### src/rtl/hazard_pkg.sv
// Shared types for the pipeline hazard sequencer.
// Sequencer states and EX-stage operand-forward select encodings.
// No logic; imported by hazard_ctrl and fwd_unit.
package hazard_pkg;

    typedef enum logic [1:0] {
        RUN      = 2'd0,
        MEM_WAIT = 2'd1,
        HALT     = 2'd2
    } state_t;

    typedef logic [1:0] fwd_sel_t;

    localparam fwd_sel_t FWD_REG = 2'b00;  // operand from ID/EX register read
    localparam fwd_sel_t FWD_MEM = 2'b10;  // operand from EX/MEM result
    localparam fwd_sel_t FWD_WB  = 2'b01;  // operand from MEM/WB result

endpackage

### src/rtl/fwd_unit.sv
// Operand-forward select for one EX source register (youngest producer wins).
// Latency: purely combinational, 0 cycles.
// Backpressure: none; independent of pipeline state.
module fwd_unit
    import hazard_pkg::*;
(
    input  logic [4:0] ex_rs,
    input  logic [4:0] mem_rd,
    input  logic       mem_reg_write,
    input  logic [4:0] wb_rd,
    input  logic       wb_reg_write,
    output logic [1:0] sel
);

    // EX/MEM is younger than MEM/WB so it takes precedence; x0 is never forwarded.
    always_comb begin
        sel = FWD_REG;
        if (ex_rs != 5'd0) begin
            if (mem_reg_write && (mem_rd == ex_rs)) begin
                sel = FWD_MEM;
            end else if (wb_reg_write && (wb_rd == ex_rs)) begin
                sel = FWD_WB;
            end
        end
    end

endmodule

### src/rtl/hazard_ctrl.sv
// 5-stage pipeline sequencer: stall/flush per pipeline register, forwarding, halt, perf counters.
// Latency: stall/flush/fwd combinational (0 cycles); state, counters and timeout flag registered.
// Backpressure: dmem wait freezes PC..EX/MEM and bubbles MEM/WB until dmem_ready or timeout.
module hazard_ctrl
    import hazard_pkg::*;
#(
    parameter int MEM_TIMEOUT = 64,
    parameter int CNT_W       = 32
) (
    input  logic             clk,
    input  logic             rst,
    input  logic [4:0]       id_rs1,
    input  logic [4:0]       id_rs2,
    input  logic [4:0]       ex_rs1,
    input  logic [4:0]       ex_rs2,
    input  logic [4:0]       ex_rd,
    input  logic             ex_mem_read,
    input  logic             ex_redirect,
    input  logic             ex_err,
    input  logic [4:0]       mem_rd,
    input  logic [4:0]       wb_rd,
    input  logic             mem_reg_write,
    input  logic             wb_reg_write,
    input  logic             mem_req,
    input  logic             dmem_ready,
    output logic             pc_stall,
    output logic             ifid_stall,
    output logic             idex_stall,
    output logic             exmem_stall,
    output logic             ifid_flush,
    output logic             idex_flush,
    output logic             memwb_flush,
    output logic [1:0]       fwd_a_sel,
    output logic [1:0]       fwd_b_sel,
    output logic             halted,
    output logic             timeout_err,
    output logic [CNT_W-1:0] stall_cycles,
    output logic [CNT_W-1:0] flush_events
);

    localparam int WCW = $clog2(MEM_TIMEOUT + 1);

    state_t           state_q, state_d;
    logic [WCW-1:0]   wait_cnt_q, wait_cnt_d, wait_inc;
    logic             tmo_q, tmo_d;
    logic [CNT_W-1:0] stall_cnt_q, flush_cnt_q;
    logic             redirect_ok;
    logic             load_use;
    logic [1:0]       fwd_a_raw, fwd_b_raw;

    fwd_unit u_fwd_a (
        .ex_rs         (ex_rs1),
        .mem_rd        (mem_rd),
        .mem_reg_write (mem_reg_write),
        .wb_rd         (wb_rd),
        .wb_reg_write  (wb_reg_write),
        .sel           (fwd_a_raw)
    );

    fwd_unit u_fwd_b (
        .ex_rs         (ex_rs2),
        .mem_rd        (mem_rd),
        .mem_reg_write (mem_reg_write),
        .wb_rd         (wb_rd),
        .wb_reg_write  (wb_reg_write),
        .sel           (fwd_b_raw)
    );

    assign wait_inc = wait_cnt_q + WCW'(1);
    assign load_use = ex_mem_read && (ex_rd != 5'd0) && ((ex_rd == id_rs1) || (ex_rd == id_rs2));

    // Next state and per-cycle pipeline controls, priority HALT > mem wait > redirect > load-use.
    always_comb begin
        state_d     = state_q;
        wait_cnt_d  = wait_cnt_q;
        tmo_d       = tmo_q;
        redirect_ok = 1'b0;
        pc_stall    = 1'b0;
        ifid_stall  = 1'b0;
        idex_stall  = 1'b0;
        exmem_stall = 1'b0;
        ifid_flush  = 1'b0;
        idex_flush  = 1'b0;
        memwb_flush = 1'b0;

        if (state_q == HALT) begin
            {pc_stall, ifid_stall, idex_stall, exmem_stall} = 4'b1111;
            memwb_flush = 1'b1;
        end else if (((state_q == MEM_WAIT) || mem_req) && !dmem_ready) begin
            // Freeze everything up to EX/MEM; a pending redirect stays held in EX.
            {pc_stall, ifid_stall, idex_stall, exmem_stall} = 4'b1111;
            memwb_flush = 1'b1;
            wait_cnt_d  = wait_inc;
            if (wait_inc == WCW'(MEM_TIMEOUT)) begin
                state_d = HALT;
                tmo_d   = 1'b1;
            end else begin
                state_d = MEM_WAIT;
            end
        end else begin
            // Normal flow, including the cycle in which a dmem wait completes.
            state_d    = RUN;
            wait_cnt_d = '0;
            if (ex_redirect) begin
                ifid_flush  = 1'b1;
                idex_flush  = 1'b1;
                redirect_ok = 1'b1;
            end else if (load_use) begin
                pc_stall   = 1'b1;
                ifid_stall = 1'b1;
                idex_flush = 1'b1;
            end
            if ((state_q == RUN) && ex_err) begin
                idex_flush = 1'b1;
                state_d    = HALT;
            end
        end

        // Reset holds every stage as a bubble with no stalls.
        if (!rst) begin
            {pc_stall, ifid_stall, idex_stall, exmem_stall} = 4'b0000;
            {ifid_flush, idex_flush, memwb_flush}           = 3'b111;
        end
    end

    assign fwd_a_sel = rst ? fwd_a_raw : FWD_REG;
    assign fwd_b_sel = rst ? fwd_b_raw : FWD_REG;

    // Sequencer state, dmem wait counter and sticky timeout cause.
    always_ff @(posedge clk or negedge rst) begin
        if (!rst) begin
            state_q    <= RUN;
            wait_cnt_q <= '0;
            tmo_q      <= 1'b0;
        end else begin
            state_q    <= state_d;
            wait_cnt_q <= wait_cnt_d;
            tmo_q      <= tmo_d;
        end
    end

    // Saturating performance counters; HALT cycles are not counted.
    always_ff @(posedge clk or negedge rst) begin
        if (!rst) begin
            stall_cnt_q <= '0;
            flush_cnt_q <= '0;
        end else begin
            if (pc_stall && (state_q != HALT) && (stall_cnt_q != '1)) begin
                stall_cnt_q <= stall_cnt_q + CNT_W'(1);
            end
            if (redirect_ok && (flush_cnt_q != '1)) begin
                flush_cnt_q <= flush_cnt_q + CNT_W'(1);
            end
        end
    end

    assign halted       = (state_q == HALT);
    assign timeout_err  = tmo_q;
    assign stall_cycles = stall_cnt_q;
    assign flush_events = flush_cnt_q;

endmodule

### config.mk
export PLATFORM = sky130hd
export DESIGN_NAME = hazard_ctrl
export DESIGN_NICKNAME = d
export VERILOG_FILES = /design/src/rtl/hazard_pkg.sv /design/src/rtl/fwd_unit.sv /design/src/rtl/hazard_ctrl.sv
export SDC_FILE = /design/constraint.sdc
export NUM_CORES = 1
export LEC_CHECK = 0
export BUFFER_PORTS_ARGS = -buffer_cell sky130_fd_sc_hd__buf_2
export CAP_MARGIN = 40
export CORE_AREA = 2 2 89 91
export DETAILED_ROUTE_END_ITERATION = 10
export DIE_AREA = 0 0 91 93
export MAX_ROUTING_LAYER = met4
export PLACE_DENSITY = 0.84
export RECOVER_POWER = 25
export SKIP_LAST_GASP = 1
export SLEW_MARGIN = 40
export SYNTH_ARGS = -nofsm -noshare
export SYNTH_HDL_FRONTEND = slang
export SYNTH_SLANG_ARGS = --single-unit
### constraint.sdc
create_clock -name clk -period 3.7 [get_ports clk]
set_input_delay 0.37 -clock clk [delete_from_list [all_inputs] [get_ports clk]]
set_output_delay 0.37 -clock clk [all_outputs]
set_load 0.02 [all_outputs]
==> qor.txt <==
STATUS
--------------------------------------------------------------------------------------------------------
Result of the run                                                                           complete, but fails checks
Violations in the final reports                                                             capacitance limit, slew limit

CELLS AND AREA
--------------------------------------------------------------------------------------------------------
Layout net count                                                                                     584
Design area                                                                                     5000 um2
Ratio of cells with drive above 1 in the final layout                                              0.275
Synth-to-layout area growth                                                                        22.7%
Antenna diode count                                                                                    0

SETUP PATH
--------------------------------------------------------------------------------------------------------
Slowest cell delay on critical path                                                              0.42 ns
Max FO, Critical Path                                                                                  8
Crit end category                                                                             output pin
Worst r2r path cells                                                                                   6
Worst Path Arrival                                                                               2.22 ns
Critical path type                                                                          register to output pin
Startpoint class of the critical path                                                           register
Slowest cell on crit path                                                                   sky130_fd_sc_hd__dfrtp_1
Critical-path cell list                                                                     nand2b_1, clkinv_1, nor2_1, nor2b_1, o211a_1, buf_2
Required time reported for the critical path endpoint                                            3.33 ns
Worst reg2reg startpoint                                                                      state_q[0]
Setup slack of the most critical reg-to-reg path                                                 1.34 ns
Reg2Reg Capture Point                                                                       flush_events[6]

SYNTHESIS
--------------------------------------------------------------------------------------------------------
Unique cell type count in the Yosys netlist                                                           48
Synth top area share                                                                               0.454
Share of async-settable or async-resettable flops after synthesis                                   1.00
Mapped Avg Cell Area                                                                            9.89 um2
Number of synthesized register bits                                                                   74
Cell area after synthesis                                                                       4080 um2
Cells taking the most area after synthesis                                                  sky130_fd_sc_hd__dfrtp_1, sky130_fd_sc_hd__xnor2_1, sky130_fd_sc_hd__xor2_1, sky130_fd_sc_hd__nand3_1, sky130_fd_sc_hd__nand4_1
Most instantiated library cell after synthesis                                              sky130_fd_sc_hd__dfrtp_1
Post-Syn Instances                                                                                   412
Leading area contributor after synthesis                                                    sky130_fd_sc_hd__dfrtp_1
Number of enable flip-flop cells after synthesis                                                       0
Sequential share of the synthesized area                                                           0.454
Most frequent cells after synthesis                                                         sky130_fd_sc_hd__dfrtp_1, sky130_fd_sc_hd__xnor2_1, sky130_fd_sc_hd__nand2_1
Synth Flop Type                                                                             sky130_fd_sc_hd__dfrtp_1
Number of warnings printed during yosys synthesis                                                      0
Number of nets in the synthesized netlist                                                            459

GLOBAL ROUTE
--------------------------------------------------------------------------------------------------------
Number of global-route vias before repair                                                           3577
First-pass GRT wire length                                                                      16700 um
Pin count of the biggest net entering global routing                                                  45
GRT Residual Overflow                                                                                  0
All-Layer GR Usage                                                                                 0.253
Number of antenna violations at the first check in global routing                                      0

PLACE
--------------------------------------------------------------------------------------------------------
Routability congestion estimate from global placement                                              0.891
Number of port buffers                                                                               120
Post-DP HPWL                                                                                     7590 um
Post-detailed-placement cell area                                                               4790 um2

STA
--------------------------------------------------------------------------------------------------------
Number of setup violations in the final report                                                         0
Setup TNS after final layout                                                                        0 ns
Slew of the pin with the lowest slew margin                                                      2.02 ns
Number of max-slew violations in the final report                                                     41
Max transition margin                                                                             -0.344
Tmin final                                                                                       2.59 ns
Number of endpoints with negative hold slack in the final report                                       0
Ratio of final minimum period to clock period                                                      0.699
RSZ-0062 raised after global routing                                                                  no
Maximum clock skew at final layout                                                            0.00694 ns
Fmax                                                                                             387 MHz

DRT
--------------------------------------------------------------------------------------------------------
Highest metal used                                                                                  met4
Ratio of routed vias to standard cells                                                              5.57
Average wire per cell in the routed design                                                       15.4 um
Detailed-route wire length                                                                       9890 um
Detailed-routed wire length on met3                                                               675 um
Vias after detailed routing                                                                         3583
DRT Pass-1 Iters                                                                                       4
WL met2                                                                                          4970 um
Routed metal-1 wire length                                                                       4070 um
Number of antenna-violating nets in the routed design                                                  0
Initial DRC Count                                                                                    139
DR DRC count                                                                                           0

FLOORPLAN
--------------------------------------------------------------------------------------------------------
Number of standard-cell rows in the floorplan                                                         32
Chip Width                                                                                         91 um
Area of the placeable core                                                                      7530 um2
Die span in y                                                                                      93 um
Initial core utilization                                                                           0.542
Die outline area                                                                                8460 um2
I/O pin count                                                                                        121

CTS
--------------------------------------------------------------------------------------------------------
Clock tree sinks                                                                                      74
Post-CTS clock slew at the launch and capture registers of the worst setup and hold paths        0.08 ns
Clk Tree Root Cell                                                                          sky130_fd_sc_hd__clkbuf_8
Number of H-tree levels                                                                                3
Clock Latency Late Sink                                                                          0.35 ns
Buffers from clock root to sink, at most                                                               2
Number of buffers added for setup after CTS                                                            0
Hold buffer count at cts                                                                               0
Post-CTS resize count                                                                                  0
TritonCTS clock tree                                                                               built
Number of buffers inserted during clock tree synthesis                                                 9

JOB
--------------------------------------------------------------------------------------------------------
Max-cap violation count                                                                                1

POWER AND IR DROP
--------------------------------------------------------------------------------------------------------
Post-layout total power                                                                          2.17 mW
Leak Pwr                                                                                         2.45 nW
Worst supply voltage drop on vdd                                                                0.210 mV
Sw frac                                                                                            0.324
Fraction of power consumed by the clock network                                                    0.318
NetSw                                                                                             701 uW
Sequential group share of total power                                                              0.449
Areal power density over the cells                                                            433 nW/um2
Relative contribution of combinational cells to total power                                        0.233
Cell-internal power                                                                              1.47 mW

WORST HOLD PATH
--------------------------------------------------------------------------------------------------------
Worst hold path class                                                                       input pin to async pin

-- power by group through the flow --
stage                     Sequential, mW  Clock [mW]  Combinational, mW
after floorplan                     1.03           0              0.277
after global placement             0.980           0              0.493
after detailed placement           0.987           0              0.508
after CTS                          0.971       0.702              0.512
after global routing               0.986       0.741              0.550
final                              0.973       0.689              0.505
-- how the worst max path moves through the flow --
| stage | from | end | slack, ns |
|---|---|---|---|
| after floorplan | flush_events[0] | flush_events[4] | 1.33 |
| after global placement | ex_rd[3] | stall_cycles[16] | 1.29 |
| after detailed placement | ex_rd[3] | stall_cycles[25] | 1.19 |
| after CTS | state_q[0] | ifid_stall | 1.10 |
| after global routing | state_q[0] | pc_stall | 0.96 |
| final | state_q[0] | pc_stall | 1.11 |
-- per-stage QoR --
stage               hold slack (ns)  setup slack, ns  std cells   util
global route                  0.298            0.957        643  0.665
floorplan                    0.0744             1.33        412      -
CTS                           0.113             1.10        643  0.666
global placement              0.440             1.29        628  0.637
detailed placement            0.475             1.19        628  0.637
finish                        0.241             1.11        643  0.665
-- area by class of cell --
type | instances | area (um2)
clock buffers | 10 | 138
clock inverters | 5 | 78.8
fillers | 627 | 2520
inverters | 5 | 18.8
multi-input cells | 324 | 2170
flip-flops and latches | 74 | 1850
well taps | 102 | 128
repair buffers | 123 | 618
-- cells by family after synthesis --
family	share of synthesized area
AND/OR/NAND/NOR	0.264
XOR/XNOR	0.202
flip-flops	0.454
AO/OA/AOI/OAI	0.0445
buffers and inverters	0.0169
multiplexers	0.00921
adder cells (fa/ha/maj)	0.00921
-- sequential cells by signal, indices dropped and copies added, names as in the netlist --
signal        count
stall_cycles     32
wait_cnt_q        7
flush_events     32
state_q           2
timeout_err       1
-- critical path: cells and delay by family, from the launching register on --
family | cells | cell delay, ns
AO/OA/AOI/OAI | 1 | 0.25
flip-flops | 1 | 0.42
AND/OR/NAND/NOR | 3 | 0.75
buffers and inverters | 2 | 0.44
-- layout by cell type (no fill, tap or decap), types with 2 or more instances in the layout --
| cell type | Yosys | final |
|---|---|---|
| sky130_fd_sc_hd__a21o_1 | 2 | 2 |
| sky130_fd_sc_hd__a21oi_1 | 2 | 2 |
| sky130_fd_sc_hd__nand3_1 | 35 | 35 |
| sky130_fd_sc_hd__nand4_1 | 24 | 24 |
| sky130_fd_sc_hd__and4_4 | 4 | 4 |
| sky130_fd_sc_hd__bufinv_16 | 0 | 2 |
| sky130_fd_sc_hd__o21ai_0 | 8 | 8 |
| sky130_fd_sc_hd__buf_2 | 1 | 119 |
| sky130_fd_sc_hd__or4_1 | 4 | 4 |
| sky130_fd_sc_hd__nand2_1 | 38 | 38 |
| sky130_fd_sc_hd__nor2b_1 | 2 | 2 |
| sky130_fd_sc_hd__o31ai_1 | 3 | 2 |
| sky130_fd_sc_hd__nor2_1 | 28 | 28 |
| sky130_fd_sc_hd__clkbuf_8 | 0 | 10 |
| sky130_fd_sc_hd__nand2b_1 | 3 | 3 |
| sky130_fd_sc_hd__dfrtp_1 | 74 | 74 |
| sky130_fd_sc_hd__ha_1 | 3 | 3 |
| sky130_fd_sc_hd__nand3b_1 | 2 | 2 |
| sky130_fd_sc_hd__and3_1 | 18 | 18 |
| sky130_fd_sc_hd__inv_1 | 4 | 4 |
| sky130_fd_sc_hd__xor2_1 | 36 | 36 |
| sky130_fd_sc_hd__and4_1 | 5 | 5 |
| sky130_fd_sc_hd__buf_4 | 2 | 2 |
| sky130_fd_sc_hd__o21bai_1 | 2 | 2 |
| sky130_fd_sc_hd__clkbuf_1 | 5 | 2 |
| sky130_fd_sc_hd__nor3_1 | 15 | 15 |
| sky130_fd_sc_hd__mux2_2 | 2 | 2 |
| sky130_fd_sc_hd__xnor2_1 | 58 | 58 |
| sky130_fd_sc_hd__nor4_1 | 7 | 7 |
| sky130_fd_sc_hd__and3b_1 | 2 | 2 |
| sky130_fd_sc_hd__and2_1 | 4 | 4 |
| sky130_fd_sc_hd__clkinv_2 | 0 | 2 |
-- per-layer routing --
layer  up-vias  track usage
met4         0       0.0985
met5         -            -
met1      1702        0.298
li1       1705            -
met2       159        0.430
met3        17       0.0500
(Power assumes the default switching activity.)
